File: src/rtl/bit_serial_adder_ctrl.sv
// Sequencer for one external single-bit full-adder cell: adds or subtracts two
// WIDTH-bit operands one bit per clock, LSB first, with a start/busy/done handshake.
module bit_serial_adder_ctrl #(
  parameter int WIDTH = 8
) (
  input  logic             clk,
  input  logic             rst,
  input  logic             start,
  input  logic             sub,
  input  logic [WIDTH-1:0] op_a,
  input  logic [WIDTH-1:0] op_b,
  input  logic             cin,
  output logic             busy,
  output logic             done,
  output logic [WIDTH-1:0] sum,
  output logic             cout,
  output logic             ovf,
  output logic             fa_a,
  output logic             fa_b,
  output logic             fa_c,
  input  logic             fa_sum,
  input  logic             fa_carry
);

  localparam int CW = $clog2(WIDTH) + 1;
  localparam logic [CW-1:0] LAST = CW'(WIDTH - 1);

  typedef enum logic [1:0] {
    IDLE,
    RUN,
    DONE
  } state_t;

  state_t state, state_nxt;

  logic [WIDTH-1:0] a_sh;
  logic [WIDTH-1:0] b_sh;
  logic [WIDTH-1:0] res_sh;
  logic             carry;
  logic [CW-1:0]    cnt;
  logic             accept;
  logic             last_bit;

  always_ff @(posedge clk) begin
    if (rst) state <= IDLE;
    else     state <= state_nxt;
  end

  always_comb begin
    state_nxt = state;
    accept    = 1'b0;
    last_bit  = 1'b0;
    case (state)
      IDLE: begin
        if (start) begin
          accept    = 1'b1;
          state_nxt = RUN;
        end
      end
      RUN: begin
        if (cnt == LAST) begin
          last_bit  = 1'b1;
          state_nxt = DONE;
        end
      end
      DONE:    state_nxt = IDLE;
      default: state_nxt = IDLE;
    endcase
  end

  assign busy = (state == RUN) || (state == DONE);
  assign done = (state == DONE);
  assign fa_a = (state == RUN) & a_sh[0];
  assign fa_b = (state == RUN) & b_sh[0];
  assign fa_c = (state == RUN) & carry;

  // The result registers are loaded on the edge that enters DONE, taking the
  // last sum bit straight from the cell so they are already valid while done is high.
  // The carry held during the last bit is the carry into the MSB, which gives overflow.
  always_ff @(posedge clk) begin
    if (rst) begin
      a_sh   <= '0;
      b_sh   <= '0;
      res_sh <= '0;
      carry  <= 1'b0;
      cnt    <= '0;
      sum    <= '0;
      cout   <= 1'b0;
      ovf    <= 1'b0;
    end else if (accept) begin
      a_sh  <= op_a;
      b_sh  <= sub ? ~op_b : op_b;
      carry <= sub ? 1'b1 : cin;
      cnt   <= '0;
    end else if (state == RUN) begin
      res_sh <= {fa_sum, res_sh[WIDTH-1:1]};
      a_sh   <= a_sh >> 1;
      b_sh   <= b_sh >> 1;
      carry  <= fa_carry;
      cnt    <= cnt + CW'(1);
      if (last_bit) begin
        sum  <= {fa_sum, res_sh[WIDTH-1:1]};
        cout <= fa_carry;
        ovf  <= carry ^ fa_carry;
      end
    end
  end

endmodule

File: config.mk
export PLATFORM = sky130hd
export DESIGN_NAME = bit_serial_adder_ctrl
export DESIGN_NICKNAME = d
export VERILOG_FILES = /design/src/rtl/bit_serial_adder_ctrl.sv
export SDC_FILE = /design/constraint.sdc
export NUM_CORES = 1
export LEC_CHECK = 0
export ABC_AREA = 0
export CAP_MARGIN = 0
export CORE_ASPECT_RATIO = 0.7
export CORE_UTILIZATION = 30
export CTS_CLUSTER_SIZE = 24
export DETAILED_ROUTE_END_ITERATION = 10
export GPL_TIMING_DRIVEN = 0
export PLACE_DENSITY = 0.52
export SYNTH_ARGS = -nofsm -noshare
export SYNTH_HDL_FRONTEND = slang
export SYNTH_SLANG_ARGS = --single-unit
File: constraint.sdc
create_clock -name clk -period 1.6 [get_ports clk]
set_input_delay 0.16 -clock clk [delete_from_list [all_inputs] [get_ports clk]]
set_output_delay 0.16 -clock clk [all_outputs]
set_load 0.01 [all_outputs]
* Yosys cells after proc, flatten, opt, wreduce, memory -nomap -nowiden *
Cells that the tools add are included.

storage, ports and cells
  register bits after elaboration = 41
  input bits = 23
  output and inout port bits = 15
  word-level logic and storage cells = 43

operators by class
  add/sub/neg operators = 1
  eq/ne operators = 5
  multiplexer cells = 15
  bitwise operators = 6
  reductions and logical operators = 7

operators by type and width
  operator                                       count
  2-to-1 mux 8 bit                               5
  NOT 8 bit                                      1
  2-to-1 mux 1 bit                               7
  adder 4 x 1 -> 4 bit, second input constant    1
  == test 4 x 3 -> 1 bit, second input constant  1
  2-to-1 mux 2 bit                               2
  inequality test 2 bit, second input constant   2
  case mux 2 bit (2 select lines)                1
  AND reduction 2 bit                            2
  bitwise AND 1 bit                              3
  AND reduction 3 bit                            1
  == test 2 x 1 -> 1 bit, second input constant  1
  == test 2 bit, second input constant           1
  zero test 2 bit                                1
  nonzero test 2 bit                             1
  OR reduction 2 bit                             1
  logical OR 1 bit                               1
  NOT 1 bit                                      1
  bitwise XOR 1 bit                              1

* Depth between registers and ports, before layout *
  depth after elaboration = 4
  mapped depth = 7

* Worst setup path after synthesis *
Ideal clock, no wire load.

  path type = register -> register
  start = register state[0]
  end = register sum[0]
  library setup time = 0.132 ns
  arrival = 1.224 ns
  setup slack = 0.243 ns
  cell stages (with the launch flop) = 7
  period minus slack after synthesis = 1.357 ns
  path through = dfxtp_1 inv_1 ha_1 and2_0 buf_2 o21ai_0 a21oi_1

on the way
  word-level cells in the longest chain between the ends = 4
  elaborated cells between the ends (all ways) = 6
  classes of those cells = eq/ne (1); mux (2); bitwise (1); reduce/logical (2)

RTL lines
  what                                      line  source
  start, declared                           34    state_t state, state_nxt;
  start signal, assigned                    46    else state <= state_nxt;
  zero test 2 bit                           53    case (state)
  2-to-1 mux 1 bit                          53
  NOT 1 bit (no source line)                n/a
  AND reduction 3 bit (no source line) (*)  n/a
  end signal, assigned                      102   sum <= {fa_sum, res_sh[WIDTH-1:1]};
  end, declared                             15    output logic [WIDTH-1:0] sum,

Mark *: on every way between the ends. The rest lies on a longest branch, timed or not.
A chain may end at the register's enable or synchronous reset.

* Worst setup path in the final report *
  start = register state[1]
  end = register ovf

on the way
  word-level cells in the longest chain between the ends = 4
  elaborated cells between the ends (all ways) = 6
  classes of those cells = eq/ne (1); mux (2); bitwise (1); reduce/logical (2)

RTL lines
  what                                      line  source
  zero test 2 bit                           53
  2-to-1 mux 1 bit                          53
  NOT 1 bit (no source line)                n/a
  AND reduction 3 bit (no source line) (*)  n/a
  end signal, assigned                      104   ovf <= carry ^ fa_carry;
  end, declared                             17    output logic ovf,

Marks and branches as above.

==> summary.md <==
| Metric | Value |
|---|---|
| Outcome | completed |
| Design area | around 0.0025 sq mm |
| Port bufs | 36 |
| Sequential element share of the synthesized area | 0.435 |
| Final Cycle Share | 0.954 |
| Simple logic cell fraction of the synthesized area | 0.146 |
| Yosys reg bits | 40 |
| Drt first pass iters | 4 |
| Routed metal-1 wirelength | between 2000 and 2500 um |
| Pleak | slightly above 0.9 nW |
| Critical Path Sink Type | register |
| Fillers | a little under 600 |
| CTS buffer count | 5 |
| Final setup vio count | 0 |
| CTS root buf | clkbuf_8 |
| P&R area growth vs syn | 33.3% |
| Hold Path Class | primary input to register |
| I/O pin total | 38 |
| H-tree depth | 2 |
| Setup TNS | 0 ns |
| Post-synthesis mux area share | 0.136 |
| Post-synthesis compound-gate area fraction | 0.129 |
| Clock skew | 0.00640 ns |
| PwrDens | 1240 mW/mm^2 |
| RSZ-0062 raised after global routing | no |
| Post-CTS Hold Fix Bufs | 0 |
| Tmin final | 1.53 ns |
| Max transition margin | 0.678 |
| Cells after Synth | 192 |
| XOR/XNOR Fraction of Synth Area | 0.0571 |
| Syn avg cell area | 9.58 sq um |
| Register-to-Register Setup Slack | 0.07 ns |
| Met3 WL post-DR | between 200 and 250 um |
| WL final | between 4000 and 5000 um |
| Arr. time, crit path | 1.74 ns |
| CTS max path bufs | 2 |
| Total number of vias | 1488 |
| Peak supply drop | ~0.36 mV |
| CTS sink count | 40 |
| Max Freq | 655 MHz |
| Largest family of logic cells by synthesized area | simple AND/OR/NAND/NOR gates |
| GRT Overall Usage | 0.143 |
| CP Max Fanout | 5 |
| Worst-skew pair later-pin latency | 0.29 ns |
| Syn Std Cell Area | 0.00184 sq mm |
| Initial antenna violation count | 0 |
| First-pass GRT wire length | 6840 um |
| Chip Height | 67.5 um |
| Final nets | 270 |
| Width of the chip | about 96 um |
| Worst-path clk slew | ~0.080 ns |
| Worst path cell trace | inv_4 -> ha_4 -> buf_6 -> buf_4 -> and4b_2 -> buf_6 -> a311oi_2 |
| Initial drt markers | 36 |
| GP Congestion | 0.674 |
| Critical path launch point type | register |
| Worst Path Buf+Inv | 4 |
| Setup CP Type | register to register |
| Die area | around 0.0065 sq mm |
| Post-Synth Adder-Cell Area | 0.0408 |
| Most frequent CP cell | buf_6 |
| Met2 routed WL | 1540 um |
| Diode count | 0 |
| Share of layout cells above drive strength 1 | 0.158 |
| Number of global-route vias before repair | 1401 |
| Worst Max-Slew Pin Slew | 0.483 ns |
| GR Overflow Total | 0 |
| Post-route DRC | 0 |
| Worst Path Required | 1.81 ns |
| Delay-heaviest family, CP | buffers and inverters |
| CP peak stage delay | 0.35 ns |
| Synth warn | 0 |
| WL/cell | 13.3 um |
| Largest net degree at the start of global routing | 12 |
| Syn Nets | approximately 220 |
| Top Layer Used | met4 |
| Detail Route Antenna Nets | 0 |
| # Max-Cap Violations | 0 |
| Rows | 23 |
| Post-DP Area | 0.00229 sq mm |
| Leading area contributor after synthesis | dfxtp_1 |
| Leading post-synthesis cells by cell area | dfxtp_1 (44%), mux2i_1 (14%), a211oi_1 (6.1%) |
| Final HPWL DP | 2910 um |
| Final Slew Violations | 0 |
| Via density | 4.71 |
| Core area | approximately 0.0058 sq mm |
| Area share of the largest cell type after synthesis | 0.435 |
| Final Hold Vio Count | 0 |
| Initial Util | 0.316 |
| CP max-delay cell | dfxtp_2 |
| Synth unique cells | 26 |
| CTS tree | yes |
==> synth_stat cells <==
cell type / n
nand3_1: 9
nand3b_1: 3
dfxtp_1: 40
and2_1: 3
nand4b_1: 1
o21ai_0: 9
mux2i_1: 25
buf_6: 3
nor2_1: 21
inv_1: 2
clkbuf_1: 3
xnor2_1: 2
and2_0: 1
buf_4: 2
xor2_1: 10
ha_1: 6
nand2_1: 4
nor2b_1: 1
and4b_1: 1
a211oi_1: 15
a311oi_2: 1
a21oi_1: 13
nand2b_1: 4
buf_2: 7
nand4_1: 1
nor3_1: 5
==> metal layers <==
| metal | vias up | GRT usage |
|---|---|---|
| li1 | 772 | - |
| met1 | 673 | 0.214 |
| met2 | 36 | 0.193 |
| met3 | 7 | 0.0394 |
| met4 | 0 | 0.0504 |
| met5 | - | 0 |
==> layout by cell type (no fill, tap or decap), drive strengths merged <==
cell and instances:
a211oi 15, a21oi 13, a311oi 1, and2 4, and4b 1, buf 21, clkbuf 9, clkdlybuf4s50 31
clkinv 1, dfxtp 40, dlygate4sd2 1, dlymetal6s2s 1, ha 6, inv 2, mux2i 25, nand2 4
nand2b 4, nand3 9, nand3b 3, nand4 1, nand4b 1, nor2 21, nor2b 1, nor3 5
o21ai 9, xnor2 2, xor2 10
==> where the power goes <==
group	internal (mW)	switching, mW
registers	1.16	0.101
clock network	0.297	0.344
logic	0.564	0.583
total	2.02	1.03
==> registers in the layout, summed over array words and instances, names as in the netlist <==
register,flops
res_sh,7
a_sh,8
cout,1
b_sh,8
ovf,1
state,2
sum,8
carry,1
cnt,4
==> kinds of logic (layout without fill, tap and decap cells) <==
kind of cell / count (synthesis) / count (layout)
AO/OA/AOI/OAI: 38 / 38
buffers and inverters: 17 / 66
AND/OR/NAND/NOR: 54 / 54
multiplexers: 25 / 25
flip-flops: 40 / 40
adder cells (fa/ha/maj): 6 / 6
XOR/XNOR: 12 / 12
==> worst min-delay path: stages <==
cell	delay, ns
buf_4	0.16
xor2_1	0.09
nand2_1	0.06
a21oi_1	0.05
==> final timing paths <==
check,from,end,depth (start not counted)
worst max-delay path,state[1],ovf,7
worst min-delay path,sub,b_sh[7],4
worst max register to register,state[1],ovf,7
worst min register to register,res_sh[1],sum[0],2
==> final cells by class <==
type | instances | area (sq um) | area share
plain buffers | 15 | 109 | 0.0444
clock buffers | 6 | 72.6 | 0.0296
clock inverters | 1 | 5.00 | 0.00204
repair buffers | 42 | 395 | 0.161
multi-input cells | 135 | 961 | 0.392
flip-flops and latches | 40 | 806 | 0.329
inverters | 2 | 10.0 | 0.00408
well taps | 75 | 93.8 | 0.0383
==> stage by stage <==
| stage | cells | total power, mW | hold slack [ns] | setup WS (ns) | util |
|---|---|---|---|---|---|
| floorplan | 192 | 2.03 | 0.296 | 0.243 | - |
| global placement | 303 | 2.34 | 0.466 | -0.199 | 0.395 |
| detailed placement | 303 | 2.34 | 0.467 | -0.193 | 0.395 |
| CTS | 316 | 3.05 | 0.287 | 0.00827 | 0.415 |
| global route | 316 | 3.25 | 0.314 | 0.0159 | 0.422 |
| finish | 316 | 3.05 | 0.282 | 0.0735 | 0.422 |
==> what timing repair did <==
item	4_1_cts	5_1_grt
buffers inserted	6	0
gates resized for setup	20	21
cloned	0	1
setup endpoints to repair	28	26
pin swaps	0	2
hold endpoints to repair	0	0
Power figures use the tool's default switching activity.
